`src/rtl/seq_mul_if.sv`:
```
// seq_mul_if: request/response bundle for the sequential multiplier.
//   start, is_signed, multiplicand, multiplier : requester -> multiplier
//   ready, done, product                       : multiplier -> requester
// The master modport is the requester side. The slave modport is the multiplier.
interface seq_mul_if #(
    parameter int WIDTH = 32
);
    logic                 start;
    logic                 is_signed;
    logic [WIDTH-1:0]     multiplicand;
    logic [WIDTH-1:0]     multiplier;
    logic                 ready;
    logic                 done;
    logic [2*WIDTH-1:0]   product;

    modport master (
        output start, is_signed, multiplicand, multiplier,
        input  ready, done, product
    );

    modport slave (
        input  start, is_signed, multiplicand, multiplier,
        output ready, done, product
    );
endinterface

```
`src/rtl/seq_mul.sv`:
```
// seq_mul: radix-2 shift-and-add multiplier that consumes one multiplier bit per clock.
// Ports:
//   clk    - system clock; all state changes on the rising edge
//   rst_n  - asynchronous active-low reset
//   bus    - seq_mul_if.slave:
//              start/is_signed/multiplicand/multiplier are sampled when ready=1,
//              ready is high in IDLE,
//              done is a one-cycle pulse when product updates,
//              product holds the last completed 2*WIDTH result.
// Timing: if start is accepted at edge T, the product and done appear after edge T+WIDTH+1.
// Signed operands are multiplied as magnitudes. The sign is applied in a single FIX cycle.
module seq_mul #(
    parameter int WIDTH = 32
) (
    input  logic      clk,
    input  logic      rst_n,
    seq_mul_if.slave  bus
);
    localparam int            CW       = $clog2(WIDTH + 1);
    localparam logic [CW-1:0] CNT_INIT = CW'(WIDTH);

    typedef enum logic [1:0] {
        IDLE = 2'd0,
        RUN  = 2'd1,
        FIX  = 2'd2
    } state_t;

    state_t               state_q, state_d;
    logic [2*WIDTH-1:0]   acc_q, acc_d;
    logic [2*WIDTH-1:0]   product_q, product_d;
    logic [WIDTH-1:0]     a_q, a_d;
    logic [WIDTH-1:0]     b_q, b_d;
    logic [CW-1:0]        cnt_q, cnt_d;
    logic                 neg_q, neg_d;
    logic                 done_q, done_d;
    logic                 ready;

    logic [WIDTH-1:0]     a_mag, b_mag;
    logic [CW-1:0]        shamt;
    logic [2*WIDTH-1:0]   a_shift;

    // State register
    always_ff @(posedge clk or negedge rst_n) begin
        if (!rst_n) state_q <= IDLE;
        else        state_q <= state_d;
    end

    // Next-state logic
    always_comb begin
        state_d = state_q;
        case (state_q)
            IDLE:    if (bus.start) state_d = RUN;
            // cnt_q==1 means this edge handles the last bit.
            RUN:     if (cnt_q == CW'(1)) state_d = FIX;
            FIX:     state_d = IDLE;
            default: state_d = IDLE;
        endcase
    end

    // Output logic
    always_comb begin
        ready = (state_q == IDLE);
    end

    assign bus.ready   = ready;
    assign bus.done    = done_q;
    assign bus.product = product_q;

    // Datapath
    always_comb begin
        // Negating -2^(WIDTH-1) returns the same bit pattern.
        // Read as an unsigned value, that pattern is exactly the magnitude 2^(WIDTH-1).
        a_mag = (bus.is_signed && bus.multiplicand[WIDTH-1]) ? -bus.multiplicand : bus.multiplicand;
        b_mag = (bus.is_signed && bus.multiplier[WIDTH-1])   ? -bus.multiplier   : bus.multiplier;

        // The bit handled this cycle has weight 2^(WIDTH-cnt).
        shamt   = CNT_INIT - cnt_q;
        a_shift = {{WIDTH{1'b0}}, a_q} << shamt;

        acc_d     = acc_q;
        a_d       = a_q;
        b_d       = b_q;
        cnt_d     = cnt_q;
        neg_d     = neg_q;
        product_d = product_q;
        done_d    = 1'b0;

        case (state_q)
            IDLE: begin
                if (bus.start) begin
                    a_d   = a_mag;
                    b_d   = b_mag;
                    neg_d = bus.is_signed & (bus.multiplicand[WIDTH-1] ^ bus.multiplier[WIDTH-1]);
                    acc_d = '0;
                    cnt_d = CNT_INIT;
                end
            end
            RUN: begin
                if (b_q[0]) acc_d = acc_q + a_shift;
                b_d   = b_q >> 1;
                cnt_d = cnt_q - CW'(1);
            end
            FIX: begin
                // Negating a zero accumulator gives zero, so a zero result is never reported as -0.
                product_d = neg_q ? -acc_q : acc_q;
                done_d    = 1'b1;
            end
            default: ;
        endcase
    end

    always_ff @(posedge clk or negedge rst_n) begin
        if (!rst_n) begin
            acc_q     <= '0;
            a_q       <= '0;
            b_q       <= '0;
            cnt_q     <= '0;
            neg_q     <= 1'b0;
            product_q <= '0;
            done_q    <= 1'b0;
        end else begin
            acc_q     <= acc_d;
            a_q       <= a_d;
            b_q       <= b_d;
            cnt_q     <= cnt_d;
            neg_q     <= neg_d;
            product_q <= product_d;
            done_q    <= done_d;
        end
    end
endmodule

```
`src/flat_wrapper.sv`:
```
// flat-port wrapper written by rule: the top's interface ports become plain ports
module seq_mul_flat 
#(
    parameter int WIDTH = 32
)
  (clk, rst_n, bus_start, bus_is_signed, bus_multiplicand, bus_multiplier, bus_ready, bus_done, bus_product);
  seq_mul_if #(.WIDTH(WIDTH)) bus_i ();
  input  logic clk;
  input  logic rst_n;
  input wire logic [$bits(bus_i.start)-1:0] bus_start;
  input wire logic [$bits(bus_i.is_signed)-1:0] bus_is_signed;
  input wire logic [$bits(bus_i.multiplicand)-1:0] bus_multiplicand;
  input wire logic [$bits(bus_i.multiplier)-1:0] bus_multiplier;
  output wire logic [$bits(bus_i.ready)-1:0] bus_ready;
  output wire logic [$bits(bus_i.done)-1:0] bus_done;
  output wire logic [$bits(bus_i.product)-1:0] bus_product;
  assign bus_i.start = bus_start;
  assign bus_i.is_signed = bus_is_signed;
  assign bus_i.multiplicand = bus_multiplicand;
  assign bus_i.multiplier = bus_multiplier;
  assign bus_ready = bus_i.ready;
  assign bus_done = bus_i.done;
  assign bus_product = bus_i.product;
  seq_mul #(.WIDTH(WIDTH)) u_core (.clk(clk), .rst_n(rst_n), .bus(bus_i));
endmodule
```
`config.mk`:
```
export PLATFORM = sky130hd
export DESIGN_NAME = seq_mul_flat
export DESIGN_NICKNAME = d
export VERILOG_FILES = /design/src/rtl/seq_mul_if.sv /design/src/rtl/seq_mul.sv /design/src/flat_wrapper.sv
export SDC_FILE = /design/constraint.sdc
export NUM_CORES = 1
export LEC_CHECK = 0
export CAP_MARGIN = 40
export CELL_PAD_IN_SITES_DETAIL_PLACEMENT = 0
export CELL_PAD_IN_SITES_GLOBAL_PLACEMENT = 1
export CORE_MARGIN = 2
export CORE_UTILIZATION = 45
export DETAILED_ROUTE_END_ITERATION = 8
export PLACE_DENSITY_LB_ADDON = 0.15
export SYNTH_ARGS = -nofsm -noshare
export SYNTH_HDL_FRONTEND = slang
export SYNTH_SLANG_ARGS = --single-unit
```
`constraint.sdc`:
```
create_clock -name clk -period 8.7 [get_ports clk]
set_clock_uncertainty 0.05 [all_clocks]
set_input_delay 0.87 -clock clk [delete_from_list [all_inputs] [get_ports clk]]
set_output_delay 0.87 -clock clk [all_outputs]
set_load 0.02 [all_outputs]
```
==> run metrics <==
hold_ws=272.0 ps; gr ovfl total=0; 1st-pass router iterations=5; H-tree levels=1; drt via density=5.851; outcome=finished clean; full die area=37640 um^2; initial antenna violation count=1; Mean Syn Cell Area=7.872 um^2; Avg WL per Cell=18.99 um; Mapped Nets=2201; pwr dens=110.4 nW/um^2; Routed Antenna Nets=0; Tcrit/Tclk final=78.83%; post-cts resize count=0; maximum vdd drop=0.0001482 V; Final Max Slew Viols=0; max_cap viols=0; final hold vios=0; # setup viols final=0; worst-path cell chain=clkinv_1, ha_1, mux2_2, o21ai_0, o21ai_0, o21ai_0, mux2_2, nor2_1, ha_1, nand2_1, o21ai_0, a221o_1, a2111oi_0, o31ai_1, o21ai_0, a21oi_1, o21a_1, or3_1, a32o_1; clk_lat worst skew=550 ps; number of synthesized flops with an enable pin=0; global-route wire length before repair=79310 um; setup TNS=0 ps; CTS tree=done; share of post-route cells with drive strength above 1=5.882%; post-route minimum period=6858 ps; slowest CP cell=ha_1; n_diodes=0; Core Box Area=35570 um^2; Finished Cell Area=18810 um^2; CTS Hold Bufs=0; sequential fraction of the synthesis area=31.11%; worst path required time=9100 ps; CTS clk-pin slew, worst paths=60 ps; share of power burned in registers=45.2%; Net Sw Frac=22.78%; Post-Synth Simple-Gate Area=20.66%; CTS Buf Count=24; Post-synth ARST share=100.0%; Critical Path Sink Type=register; Worst-Margin Slew=870.6 ps; Net Switching=473.2 uW; Yosys reg bits=202; Layout fillers=3474; largest net degree at the start of global routing=102; combinational share of power=5.2%; DR iter-0 viols=1081; chip width=194.0 um; maximum clock frequency=145.8 MHz; Ports=134; Die H=194.0 um; total power=2077 uW; Yosys cell types=76; commonest non-fill, non-tap cell in the layout=nand2_1; overall routed net length=49440 um; CP dominant cell by count=o21ai_0; Internal=1604 uW; gr usage total=25.87%; ys flop type=dfrtp_1; CP startpoint kind=register; most frequent cells in the layout=nand2_1, o21ai_0, dfrtp_1; Clock Power Share=49.6%; vias in the first global route=14312; top cell family by delay on the critical path=compound AO/OA/AOI/OAI gates; Cells after Synth=2064; Clock Tree Root=clkbuf_16; Final #Nets=2262; Placer Congestion=0.9819; CP peak stage delay=930 ps; Crit path arrival time=7250 ps; residual DRC count=0; mux contribution to synthesized area=4.590%; Leak=0.008152 uW; FP Rows=69; IO Port Bufs=133; CTS Sinks=202; RSZ-0062 raised after global routing=false; Synth Area in XOR/XNOR=9.487%; WP buf/inv=1; Final Util=52.89%; Syn-to-layout area delta=15.79%; Min-Delay Path Class=in -> async; mapped cell area=16250 um^2; Vias=15231; DP HPWL=38440 um; post-synthesis compound-gate area fraction=24.81%; synth warn=0; Crit Path Category=reg -> reg; clock buffer depth=3; placed instance area=18010 um^2; Post-Synth Adder-Cell Area=5.360%; initial core utilization=45.68%; crit-path max FO=26; Rel. slew slack=41.42%; # Post-CTS Setup Buffers=0; main combinational cell family by area after synthesis=compound AO/OA/AOI/OAI gates
-- logic make-up after synthesis --
logic type / Yosys count
and+or+nand+nor: 739
AOI/OAI and AO/OA: 671
DFF: 202
xor gates and xnor gates: 176
buffers and inverters: 162
adders and majority gates: 69
muxes: 45
-- worst paths after layout --
| check | from | end | slack [ps] | cells past startpoint |
|---|---|---|---|---|
| worst max-delay path | u_core.cnt_q[0]$_DFFE_PN0P_ | u_core.acc_q[59]$_DFFE_PN0P_ | 1840 | 19 |
| worst min-delay path | rst_n | u_core.bus.product[12]$_DFFE_PN0P_ | 270 | 1 |
| worst max register to register | u_core.cnt_q[0]$_DFFE_PN0P_ | u_core.acc_q[59]$_DFFE_PN0P_ | 1840 | 19 |
| worst min register to register | u_core.bus.product[36]$_DFFE_PN0P_ | u_core.bus.product[36]$_DFFE_PN0P_ | 420 | 2 |
| max in group asynchronous | rst_n | u_core.cnt_q[0]$_DFFE_PN0P_ | 7030 | 2 |
| min in group clk | u_core.bus.product[36]$_DFFE_PN0P_ | u_core.bus.product[36]$_DFFE_PN0P_ | 420 | 2 |
-- per-layer routing --
metal / vias up / track usage (%) / part of all wire, %
met1: 7117 / 37.00 / 47
met3: 92 / 2.574 / 4.9
met5: - / 0 / 0
met2: 432 / 40.38 / 44
li1: 7590 / - / -
met4: 0 / 10.07 / 3.8
-- power by group through the flow --
stage	sequential (uW)	combinational (uW)	clock, uW
2_1_floorplan	957	38.4	0
3_3_place_gp	957	107	0
3_5_place_dp	957	110	0
4_1_cts	940	110	1060
5_1_grt	939	121	1090
6_report	940	108	1030
-- Yosys cell counts, types with 21 or more instances --
cell type / instances / share of area (%)
a21o_1: 27 / 1.2
a21oi_1: 142 / 4.4
a22oi_1: 33 / 1.5
clkbuf_1: 107 / 2.5
dfrtp_1: 202 / 31
ha_1: 68 / 5.2
inv_1: 36 / 0.83
mux4_2: 23 / 3.2
nand2_1: 355 / 8.2
nand3_1: 41 / 1.3
nand4_1: 27 / 1.0
nor2_1: 150 / 3.5
nor3_1: 30 / 0.92
o21ai_0: 279 / 8.6
o31ai_1: 30 / 1.4
or3_1: 21 / 0.81
xnor2_1: 83 / 4.5
xor2_1: 93 / 5.0
-- stage by stage --
| stage | std cells | setup slack, ps |
|---|---|---|
| 6_report | 2603 | 1842 |
| 5_1_grt | 2603 | 1278 |
| 4_1_cts | 2603 | 1944 |
| 3_5_place_dp | 2560 | 1969 |
| 3_3_place_gp | 2555 | 1926 |
| 2_1_floorplan | 2064 | 2034 |
-- flip-flops by register name, indices dropped and copies added (netlist names) --
| register | flops |
|---|---|
| u_core.state_q | 2 |
| u_core.neg_q | 1 |
| u_core.b_q | 32 |
| u_core.acc_q | 64 |
| u_core.cnt_q | 6 |
| u_core.bus.product | 64 |
| u_core.a_q | 32 |
| u_core.bus.done | 1 |
-- area by class of cell --
type	count	area, um^2	share of cell area, %
clock buffer	31	646.9	3.438
clock inverter	12	153.9	0.8180
inverter	37	138.9	0.7382
multi-input combinational	1700	10630	56.48
sequential	202	5057	26.88
tap	461	576.8	3.066
timing repair buffer	160	1614	8.579
No activity file was read; power rests on OpenSTA's default activity.
